<file path="src/rtl/pipe_stage_elastic_pkg.sv">
// pipe_stage_elastic_pkg: occupancy state encoding and stage payload types for the elastic pipeline register.
//  pipe_occ_e     : EMPTY/ONE/FULL, encoded so it reads directly as an entry count
//  execute_data_t : EX/MEM payload carried by pipe_stage_elastic #(.T(execute_data_t))
package pipe_stage_elastic_pkg;
  typedef enum logic [1:0] {EMPTY = 2'd0, ONE = 2'd1, FULL = 2'd2} pipe_occ_e;
  typedef struct packed {
    logic [63:0] alu;
    logic [4:0]  rd;
    logic        wb_en;
  } execute_data_t;
endpackage

</file>
<file path="src/rtl/pipe_stage_elastic.sv">
// pipe_stage_elastic: valid/ready pipeline register with flush and optional two-entry skid.
//  clk, reset (async active-high) | in_valid, in_ready, in_data : upstream handshake
//  flush : squash held entries | out_valid, out_ready, out_data : downstream handshake
//  occupancy : registered entry count (0..2, max 1 when SKID=0)
module pipe_stage_elastic
  import pipe_stage_elastic_pkg::*;
#(
  parameter type T    = logic [63:0],
  parameter bit  SKID = 1'b1
) (
  input  logic       clk,
  input  logic       reset,
  input  logic       in_valid,
  output logic       in_ready,
  input  T           in_data,
  input  logic       flush,
  output logic       out_valid,
  input  logic       out_ready,
  output T           out_data,
  output logic [1:0] occupancy
);
  pipe_occ_e state, nxt;
  T main_q, skid_q;
  logic rdy_q, push, pop;
  assign out_valid = state != EMPTY;
  assign out_data  = main_q;
  assign occupancy = state;
  // With the skid, in_ready is a flop so out_ready never reaches upstream combinationally.
  assign in_ready  = SKID ? rdy_q : (!out_valid || out_ready);
  assign push      = in_valid && in_ready;
  assign pop       = out_valid && out_ready;
  always_comb begin
    nxt = state;
    if (flush) nxt = EMPTY;
    else if (state == EMPTY) nxt = push ? ONE : EMPTY;
    else if (state == ONE) nxt = (push && !pop && SKID) ? FULL : (pop && !push) ? EMPTY : ONE;
    else nxt = pop ? ONE : FULL;
  end
  // Data registers are gated by state only; flush leaves them alone since valid masks them.
  always_ff @(posedge clk or posedge reset) begin
    if (reset) begin
      state  <= EMPTY;
      rdy_q  <= 1'b1;
      main_q <= '0;
      skid_q <= '0;
    end else begin
      state <= nxt;
      rdy_q <= nxt != FULL;
      if (state == FULL) begin
        if (pop) main_q <= skid_q;
      end else if (push && (state == EMPTY || pop)) main_q <= in_data;
      else if (push) skid_q <= in_data;
    end
  end
endmodule

</file>
<file path="config.mk">
export PLATFORM = sky130hd
export DESIGN_NAME = pipe_stage_elastic
export DESIGN_NICKNAME = d
export VERILOG_FILES = /design/src/rtl/pipe_stage_elastic_pkg.sv /design/src/rtl/pipe_stage_elastic.sv
export SDC_FILE = /design/constraint.sdc
export NUM_CORES = 1
export LEC_CHECK = 0
export CORE_ASPECT_RATIO = 0.75
export CORE_UTILIZATION = 53
export CTS_CLUSTER_DIAMETER = 40
export DETAILED_ROUTE_END_ITERATION = 6
export PLACE_DENSITY_LB_ADDON = 0.3
export SETUP_SLACK_MARGIN = 0.5
export SYNTH_ARGS = -nofsm -noshare
export SYNTH_HDL_FRONTEND = slang
export SYNTH_SLANG_ARGS = --single-unit
</file>
<file path="constraint.sdc">
create_clock -name clk -period 7 [get_ports clk]
set_input_delay 1.4 -clock clk [delete_from_list [all_inputs] [get_ports clk]]
set_output_delay 1.4 -clock clk [all_outputs]
set_load 0.05 [all_outputs]
</file>
==> run summary, run 1 <==
Outcome - complete, no violations
Hold Crit Class - flip-flop to flip-flop
Clk slew on worst S/H paths - 50 ps
Final core utilization - 77.13%
H-tree levels - 4
Worst-Margin Slew - 1112 ps
Area of the multi-input gates - 2076 sq um
Part of the Yosys area used for sequential elements - 59.12%
Port Buffers - 136
Crit-path max cell delay - 900 ps
Core area - 9891 sq um
Reg2reg start - occupancy[0]
Critical Path Fanout Max - 108
Total CTS buffers - 17
Post-CTS Setup Bufs - 0
Worst Clk Skew - 7.765 ps
Ports - 137
Hold path depth - 1
Leakage - 3.080 nW
CP startpoint kind - input pin
Synthesis-to-finish area growth - 37.54%
Synth Warn # - 0
Total Power - 2.735 mW
WL final - 11,840 microns
GRT Total Usage - 23.28%
Final hold vios - 0
Placed cell count - 676
Row Count - 31
Clock Tree Root - clkbuf_16
Non-filler cells, final - 708
RePlAce Congestion - 0.7446
Clock period minus final worst setup slack - 3554 ps
Slowest cell on the critical path - buf_4
Critical-path cell list - clkdlybuf4s50_1 > nand2_1 > o211ai_4 > buf_4 > nor2_1 > a21oi_2
N_diodes - 0
Layout net count - 632
CTS tree - built
Reg-to-reg critical path endpoint - out_data[62]
Syn avg cell area - 12.84 sq um
Pwr per Cell Area - 358.5 nW/um^2
Post-cts hold buffer count - 0
Synth unique cells - 21
Share of cells above drive strength 1 - 19.79%
Setup violators final - 0
Largest net degree at the start of global routing - 109
Crit. End Element - flip-flop
Hold Crit Start - skid_q[50]
Setup CP Type - input pin to flip-flop
Max Fclk - 0.2814 GHz
Vias in the first global route - 4,056
Wire per inst - 16.72 microns
Worst-Skew Late Latency - 400 ps
Max-Cap Viols - 0
Die height - 90.60 microns
Worst reg2reg path depth - 5
Final Slew Violations - 0
#FFs+latches synth - 131
Via density - 5.336
Die area - 10,880 sq um
Clk buf depth - 2
1st-iter DRT viols - 199
Drt first pass iters - 6
HPWL Detailed - 7378 microns
Post-Syn Instances - 432
TNS Setup - 0 ps
Final period utilization - 50.77%
Initial antenna violation count - 0
Overflow after GRT - 0
Initial Utilization - 56.08%
Sink Count - 131
Die extent in x - 120.1 microns
Crit path DAT - 3880 ps
Sequential Area - 3279 sq um
CTS resizes - 0
Data required, critical path - 7330 ps
R2R setup slack - 4370 ps
WHS Endpoint - skid_q[50]
RSZ-0062 raised after global routing - no
First-pass GRT wire length - 19,730 microns
Via count - 3,778
Fill cell count - 618
Mapped Area - 5547 sq um
DRC errors left - 0
Syn_nets - 501
DRT antenna net count - 0
Peak VDD IR - 248.9 uV
Normalized max-slew margin - 25.87%
[cells in the final DEF (no fill, tap or decap), drive strengths merged, types with 4 or more instances in the layout]
cell	synthesis	final
clkdlybuf4s50	0	136
dfrtp	130	130
a21oi	65	65
mux2	64	64
mux2i	64	64
nor2	64	64
clkbuf	0	20
bufinv	0	7
buf	28	4
[per-layer routing]
metal / vias up / GRT usage [%] / part of all wire [%] / wire length, microns
li1: 1770 / - / - / -
met1: 1887 / 29.82 / 43 / 5099
met2: 107 / 38.46 / 49 / 5846
met3: 14 / 6.061 / 6.3 / 741
met4: 0 / 7.813 / 1.3 / 153
met5: - / 0 / 0 / 0
[per-stage QoR]
step	worst slack [ps]	area [sq um]	hold slack [ps]
2_1_floorplan	2104	5547	479.1
3_3_place_gp	3180	6922	485.8
3_5_place_dp	3069	6922	494.1
4_1_cts	3475	7629	506.6
5_1_grt	3273	7629	514.2
6_report	3446	7629	503.3
[state kept, by name, indices dropped and copies added, names as in the netlist]
register,count
in_ready,1
out_data,64
occupancy,2
skid_q,64
[how the worst max path moves through the flow]
stage,from,end,slack (ps)
floorplan,reset,occupancy[0],2100
global placement,in_valid,out_data[0],3180
detailed placement,in_valid,out_data[21],3070
CTS,in_valid,out_data[21],3480
global route,in_valid,out_data[6],3270
finish,in_valid,out_data[62],3450
[synth_stat cells]
cell      number  area, sq um
dfrtp_1      130         3253
mux2_2        64        720.7
mux2i_1       64        640.6
nor2_1        64        240.2
a21oi_1       55        275.3
buf_4         19        142.6
a21oi_2       10        87.58
buf_2          7        35.03
a21o_1         2        15.01
buf_6          2        22.52
inv_1          2        7.510
nand2_1        2        7.510
nand2b_1       2        12.51
nand3b_1       2        15.01
dfstp_2        1        26.28
nand3_1        1        5.000
nand4b_1       1        8.760
nor2b_1        1        6.260
o211ai_2       1        12.51
or2_1          1        6.260
or2_2          1        6.260
[worst max-delay path, delay by kind of cell]
family	cells	cell delay (ps)
AO/OA/AOI/OAI	2	710
AND/OR/NAND/NOR	2	290
buffers and inverters	2	1400
[kinds of logic (layout without fill, tap and decap cells)]
| logic type | after synthesis | after routing | share of synthesized area, % |
|---|---|---|---|
| muxes | 128 | 128 | 24.54 |
| AOI/OAI and AO/OA | 68 | 68 | 7.038 |
| buffers and inverters | 30 | 174 | 3.745 |
| DFF | 131 | 131 | 59.12 |
| and+or+nand+nor | 75 | 75 | 5.549 |
[cell type report]
type                            instances  area share [%]
Sequential cell                       131           42.99
Clock buffer                           20           5.987
Multi-Input combinational cell        271           27.21
Timing Repair Buffer                  140           18.24
Inverter                                2          0.1312
Clock inverter                         12           3.280
Tap cell                              132           2.165
[report_power, final]
group          internal, mW  switching, mW  total (mW)  leakage, nW
Clock                 0.725          0.319        1.04        0.333
Combinational         0.272          0.393       0.665         1.23
Sequential            0.930         0.0963        1.03         1.52
Total                  1.93          0.808        2.74         3.08
No activity file was read; power rests on OpenSTA's default activity.
==> run 2, diff against run 1 <==
--- a/config.mk
+++ b/config.mk
@@ -6,7 +6,7 @@
 export NUM_CORES = 1
 export LEC_CHECK = 0
 export CORE_ASPECT_RATIO = 0.75
-export CORE_UTILIZATION = 53
+export CORE_UTILIZATION = 45
 export CTS_CLUSTER_DIAMETER = 40
 export DETAILED_ROUTE_END_ITERATION = 6
 export PLACE_DENSITY_LB_ADDON = 0.3
==> constraint.sdc (replaced) <==
create_clock -name clk -period 3.1 [get_ports clk]
set_input_delay 0.62 -clock clk [delete_from_list [all_inputs] [get_ports clk]]
set_output_delay 0.62 -clock clk [all_outputs]
set_load 0.05 [all_outputs]
==> run 2 against run 1 <==
  * Worst setup slack worse by 2800 ps
  * Clock power increased by 87%
  * Global-route usage fell by 3.3 points
  * Routed wire length down 1.0%
  * Final cell count increased by 4.7%
  * First-iteration DRC count rose by 7.5%
  * Register-to-register slack got worse by 3100 ps
  * Sequential share of layout area grew 0.15 points
  * Critical endpoint is now in_ready
==> run summary, run 2 (synthesis gave the netlist of run 1 again) <==
Outcome - complete, no violations
Crit-path max cell delay - 830 ps (-70 ps)
Core area - 11,780 sq um (+19%)
Normalized max-slew margin - 45.94% (+20 points)
Crit. End Element - output port
CP bufs+invs - 1 (-1)
Placed inst area - 7028 sq um (+1.5%)
Leakage - 3.054 nW (-0.84%)
Wire per inst - 15.82 microns (-5.4%)
Peak VDD IR - 416.5 uV (+67%)
RePlAce Congestion - 0.7045 (-5.4%)
Top delay family on crit path - buffers and inverters
Worst-Margin Slew - 810.8 ps (-301.1 ps)
RSZ-0062 raised after global routing - no
Drt first pass iters - 4 (-2)
Pwr per Cell Area - 756.1 nW/um^2 (+110%)
Clock Tree Root - clkbuf_16
Die height - 98.15 microns (+8.3%)
GRT Total Usage - 20.01% (-3.3 points)
Max Fclk - 0.4136 GHz
Critical-path cell list - clkdlybuf4s50_1
Overflow after GRT - 0 (unchanged)
WL final - 11,720 microns (-1.0%)
Hold Crit Class - flip-flop to flip-flop
Vias in the first global route - 3,999 (-1.4%)
Post-cts hold buffer count - 0 (unchanged)
CP startpoint kind - flip-flop
Via count - 3,734 (-1.2%)
N_diodes - 0 (unchanged)
Data required, critical path - 2480 ps (-4850 ps)
Reg-to-reg critical path endpoint - out_data[1]
Die area - 12,780 sq um (+17%)
Layout net count - 636 (+0.63%)
Via density - 5.039 (-5.6%)
First-pass GRT wire length - 19,370 microns (-1.9%)
Hold path depth - 1 (unchanged)
Post-CTS Setup Bufs - 0 (unchanged)
Hold Crit Start - skid_q[31]
1st-iter DRT viols - 214 (+7.5%)
R2R setup slack - 1250 ps (-3120 ps)
DRC errors left - 0 (unchanged)
Setup violators final - 0 (unchanged)
Initial Utilization - 47.07% (-9.0 points)
HPWL Detailed - 7561 microns (+2.5%)
CTS resizes - 0 (unchanged)
Share of cells above drive strength 1 - 19.69% (-0.10 points)
Non-filler cells, final - 741 (+4.7%)
WHS Endpoint - skid_q[31]
Worst reg2reg path depth - 4 (-1)
Placed cell count - 710 (+5.0%)
Non-Filler Cell Area, Final - 7602 sq um (-0.34%)
Largest net degree at the start of global routing - 81 (-26%)
Most frequent cells in the layout - clkdlybuf4s50_1, dfrtp_1, mux2_2, mux2i_1, nor2_1
Crit path DAT - 1800 ps (-2080 ps)
Worst-Skew Late Latency - 410 ps (about the same)
Final core utilization - 64.51% (-13 points)
Worst Clk Skew - 6.827 ps (-0.9384 ps)
Ports - 137 (unchanged)
DRT antenna net count - 0 (unchanged)
Final period utilization - 78.00%
Total Power - 5.748 mW (+110%)
Slowest cell on the critical path - clkdlybuf4s50_1
Critical Path Fanout Max - 4 (-96%)
TNS Setup - 0 ps (unchanged)
Sink Count - 131 (unchanged)
Initial antenna violation count - 0 (unchanged)
Reg2reg start - occupancy[1]
Synthesis-to-finish area growth - 37.06%
Port Buffers - 136 (unchanged)
Clk buf depth - 2 (unchanged)
Row Count - 34 (+9.7%)
Clk slew on worst S/H paths - 50 ps (about the same)
Setup CP Type - flip-flop to output port
CTS tree - built
Max-Cap Viols - 0 (unchanged)
Total CTS buffers - 17 (unchanged)
Clock period minus final worst setup slack - 2418 ps
Die extent in x - 130.2 microns (+8.4%)
Final hold vios - 0 (unchanged)
Commonest non-fill, non-tap cell in the layout - clkdlybuf4s50_1
H-tree levels - 4 (unchanged)
Final Slew Violations - 0 (unchanged)
==> run 2: worst max-delay path by stage <==
stage,start,to,slack [ps],cells after the start
CTS,occupancy[0],out_valid,500,2
floorplan,reset,occupancy[0],860,1
detailed placement,out_ready,skid_q[62],730,4
finish,in_ready,in_ready,680,1
global placement,out_ready,skid_q[54],770,4
global route,occupancy[0],occupancy[0],640,1
==> run 2: metrics by stage <==
stage	worst slack, ps	hold slack [ps]
final	682.0	502.3
after CTS	504.7	505.7
after detailed placement	732.4	493.2
after floorplan	857.6	479.1
after global placement	771.6	486.2
after global routing	635.4	523.2
==> run 2: final cells by class <==
type | instances | area (sq um)
Fill cell | 888 | 4182
Sequential cell | 131 | 3279
Multi-Input combinational cell | 271 | 2076
Timing Repair Buffer | 144 | 1461
Clock buffer | 23 | 467.9
Tap cell | 162 | 202.7
Clock inverter | 8 | 103.9
Inverter | 2 | 11.26
==> run 2: worst register-to-register path, stage by stage (launching register included) <==
cell and delay [ps]:
dfrtp_1 460, nor2b_4 190, buf_4 630, mux2i_1 370
a21oi_2 70
==> run 2: per-layer routing <==
layer	wire length, microns	GRT usage (%)
met2	5643	31.87
met3	886	7.397
met5	0	0
met1	5042	24.52
met4	147	8.140
==> run 2: power by group <==
group,switching (mW),total [mW],internal (mW)
sequential,0.206,2.31,2.10
clock,0.715,1.94,1.22
combinational,0.883,1.51,0.623
total,1.80,5.75,3.94
==> run 3, diff against run 2 <==
==> constraint.sdc (replaced) <==
create_clock -name clk -period 1.9 [get_ports clk]
set_input_delay 0.38 -clock clk [delete_from_list [all_inputs] [get_ports clk]]
set_output_delay 0.38 -clock clk [all_outputs]
set_load 0.05 [all_outputs]
==> run 3 against run 2 <==
  * Clock power is 69% higher
  * Total power is 85% higher
  * Final cell count is 10% higher
  * Largest cell class unchanged
  * Sequential share of layout area is 8.8 points lower
  * Cell area is 26% higher
  * Core utilization is 17 points higher
==> run summary, run 3 (synthesis gave the netlist of run 1 again) <==
Outcome - complete, no violations
Fill cell count - 604 (-32%)
Final Slew Violations - 0 (unchanged)
DRC errors left - 0 (unchanged)
Core area - 11,780 sq um (unchanged)
Worst-Skew Late Latency - 420 ps (about the same)
Worst reg2reg path depth - 9 (+5)
CP startpoint kind - input pin
Combinational fraction of design power - 32.3% (+6.1 points)
Setup CP Type - input pin to flip-flop
Largest net degree at the start of global routing - 69 (-15%)
Drt first pass iters - 5 (+1)
Row Count - 34 (unchanged)
1st-iter DRT viols - 290 (+36%)
Die area - 12,780 sq um (unchanged)
Reg2reg start - occupancy[1]
H-tree levels - 4 (unchanged)
Non-Filler Cell Area, Final - 9554 sq um (+26%)
Pwr per Cell Area - 1113 nW/um^2 (+47%)
Leakage - 4.017 nW (+32%)
Total CTS buffers - 17 (unchanged)
Ports - 137 (unchanged)
Worst Clk Skew - 15.60 ps (+8.770 ps)
Layout net count - 712 (+12%)
RePlAce Congestion - 0.7339 (+4.2%)
Non-filler cells, final - 817 (+10%)
Synthesis-to-finish area growth - 72.25%
Clock Tree Root - clkbuf_16
Peak VDD IR - 729.6 uV (+75%)
Sequential fraction of design power - 37.0% (-3.1 points)
Die extent in x - 130.2 microns (unchanged)
Vias in the first global route - 4,610 (+15%)
Final period utilization - 95.36%
Total Power - 10.64 mW (+85%)
Initial antenna violation count - 0 (unchanged)
Reg-to-reg critical path endpoint - out_data[18]
N_diodes - 0 (unchanged)
Crit. End Element - flip-flop
Most frequent cells in the layout - dfrtp_1, clkdlybuf4s50_1, a21oi_2
Worst-Margin Slew - 358.8 ps (-452.1 ps)
Max-Cap Viols - 0 (unchanged)
Net Sw Power - 3.594 mW (+99%)
Clock power share - 30.7% (-3.0 points)
Final core utilization - 81.08% (+17 points)
Commonest non-fill, non-tap cell in the layout - dfrtp_1
Data required, critical path - 2210 ps (-270 ps)
Port Buffers - 136 (unchanged)
Crit path DAT - 2120 ps (+320 ps)
RSZ-0062 raised after global routing - yes
Normalized max-slew margin - 76.08% (+30 points)
Origin of the worst setup path - in_valid
Setup violators final - 0 (unchanged)
Hold Crit Class - input pin to asynchronous set/reset pin
Overflow after GRT - 0 (unchanged)
Die height - 98.15 microns (unchanged)
R2R setup slack - 100 ps (-1150 ps)
GRT Total Usage - 27.99% (+8.0 points)
Via density - 5.595 (+11%)
Final hold vios - 0 (unchanged)
Max Fclk - 0.5519 GHz
Clock period minus final worst setup slack - 1812 ps
WL final - 19,790 microns (+69%)
First-pass GRT wire length - 26,090 microns (+35%)
Switching Share - 33.79% (+2.4 points)
Placed cell count - 713 (+0.42%)
Critical Path Fanout Max - 6 (+2)
CTS tree - built
HPWL Detailed - 7875 microns (+4.1%)
P_int - 7.042 mW (+79%)
Clk slew on worst S/H paths - 60 ps (about the same)
Initial Utilization - 47.07% (unchanged)
Clk buf depth - 2 (unchanged)
Sink Count - 131 (unchanged)
Via count - 4,571 (+22%)
Share of cells above drive strength 1 - 53.59% (+34 points)
DRT antenna net count - 0 (unchanged)
Placed inst area - 7098 sq um (+1.0%)
Wire per inst - 24.22 microns (+53%)
-- run 3: cell count changes in the layout (fill, tap and decap cells not counted), sizes merged --
| cell | delta |
|---|---|
| buf | +134 |
| bufbuf | +1 |
| clkinvlp | -2 |
| dlygate4sd2 | +1 |
| clkbuf | +6 |
| clkinv | +5 |
| clkdlybuf4s50 | -68 |
| dlymetal6s2s | -1 |
-- run 3: power groups by stage --
stage	clock network (mW)	registers, mW	logic, mW
final	3.27	3.93	3.43
after global routing	3.40	3.98	3.56
after CTS	3.23	3.80	2.94
after detailed placement	0	3.82	2.49
after global placement	0	3.78	2.42
after floorplan	0	4.57	0.846
-- run 3: layout make-up --
| class | count | area [sq um] | share of cell area (%) |
|---|---|---|---|
| clock buffer | 20 | 466.7 | 4.885 |
| sequential | 131 | 3282 | 34.35 |
| tap | 162 | 202.7 | 2.122 |
| multi-input combinational | 271 | 2539 | 26.57 |
| inverter | 2 | 11.26 | 0.1179 |
| timing repair buffer | 220 | 2943 | 30.80 |
| clock inverter | 11 | 110.1 | 1.152 |
-- run 3: stage by stage --
stage / setup slack, ps / setup TNS, ps / hold slack, ps
2_1_floorplan: -102.4 / -13310 / 443.1
3_3_place_gp: -2.657 / -9.648 / 486.3
3_5_place_dp: -76.72 / -884.2 / 493.4
4_1_cts: 261.4 / 0 / 455.1
5_1_grt: 70.24 / 0 / 486.0
6_report: 88.15 / 0 / 449.0
-- run 3: worst max-delay path by stage --
stage	end	slack, ps	cells past startpoint
final	out_data[18]	90	9
after global routing	out_data[18]	70	9
after CTS	out_valid	260	2
after detailed placement	out_data[32]	-80	6
after global placement	out_data[19]	-3	6
after floorplan	occupancy[0]	-100	1
-- run 3: timing repair --
action                                  4_1_cts  5_1_grt
gates cloned                                 23        7
hold endpoints to repair                      0        0
hold buffers                                  0        0
endpoints found under the setup margin      193      161
setup buffers                                30       13
gates resized for setup                     427      125
pin swaps                                     5        6
-- run 3: critical path, cell delays in order --
cell and delay (ps):
clkdlybuf4s50_1 530, nand3_1 230, o211ai_4 130, buf_6 140, buf_6 100, buf_8 130, buf_6 120, buf_16 130
a21oi_1 220
-- run 3: metal layers --
layer  wire length [microns]  global-route usage (%)  up-vias
li1                        -                       -     1945
met1                    8297                   37.53     2359
met2                    9594                   44.97      220
met3                    1434                   6.904       47
met4                     459                   8.318        0
met5                       0                       0        -
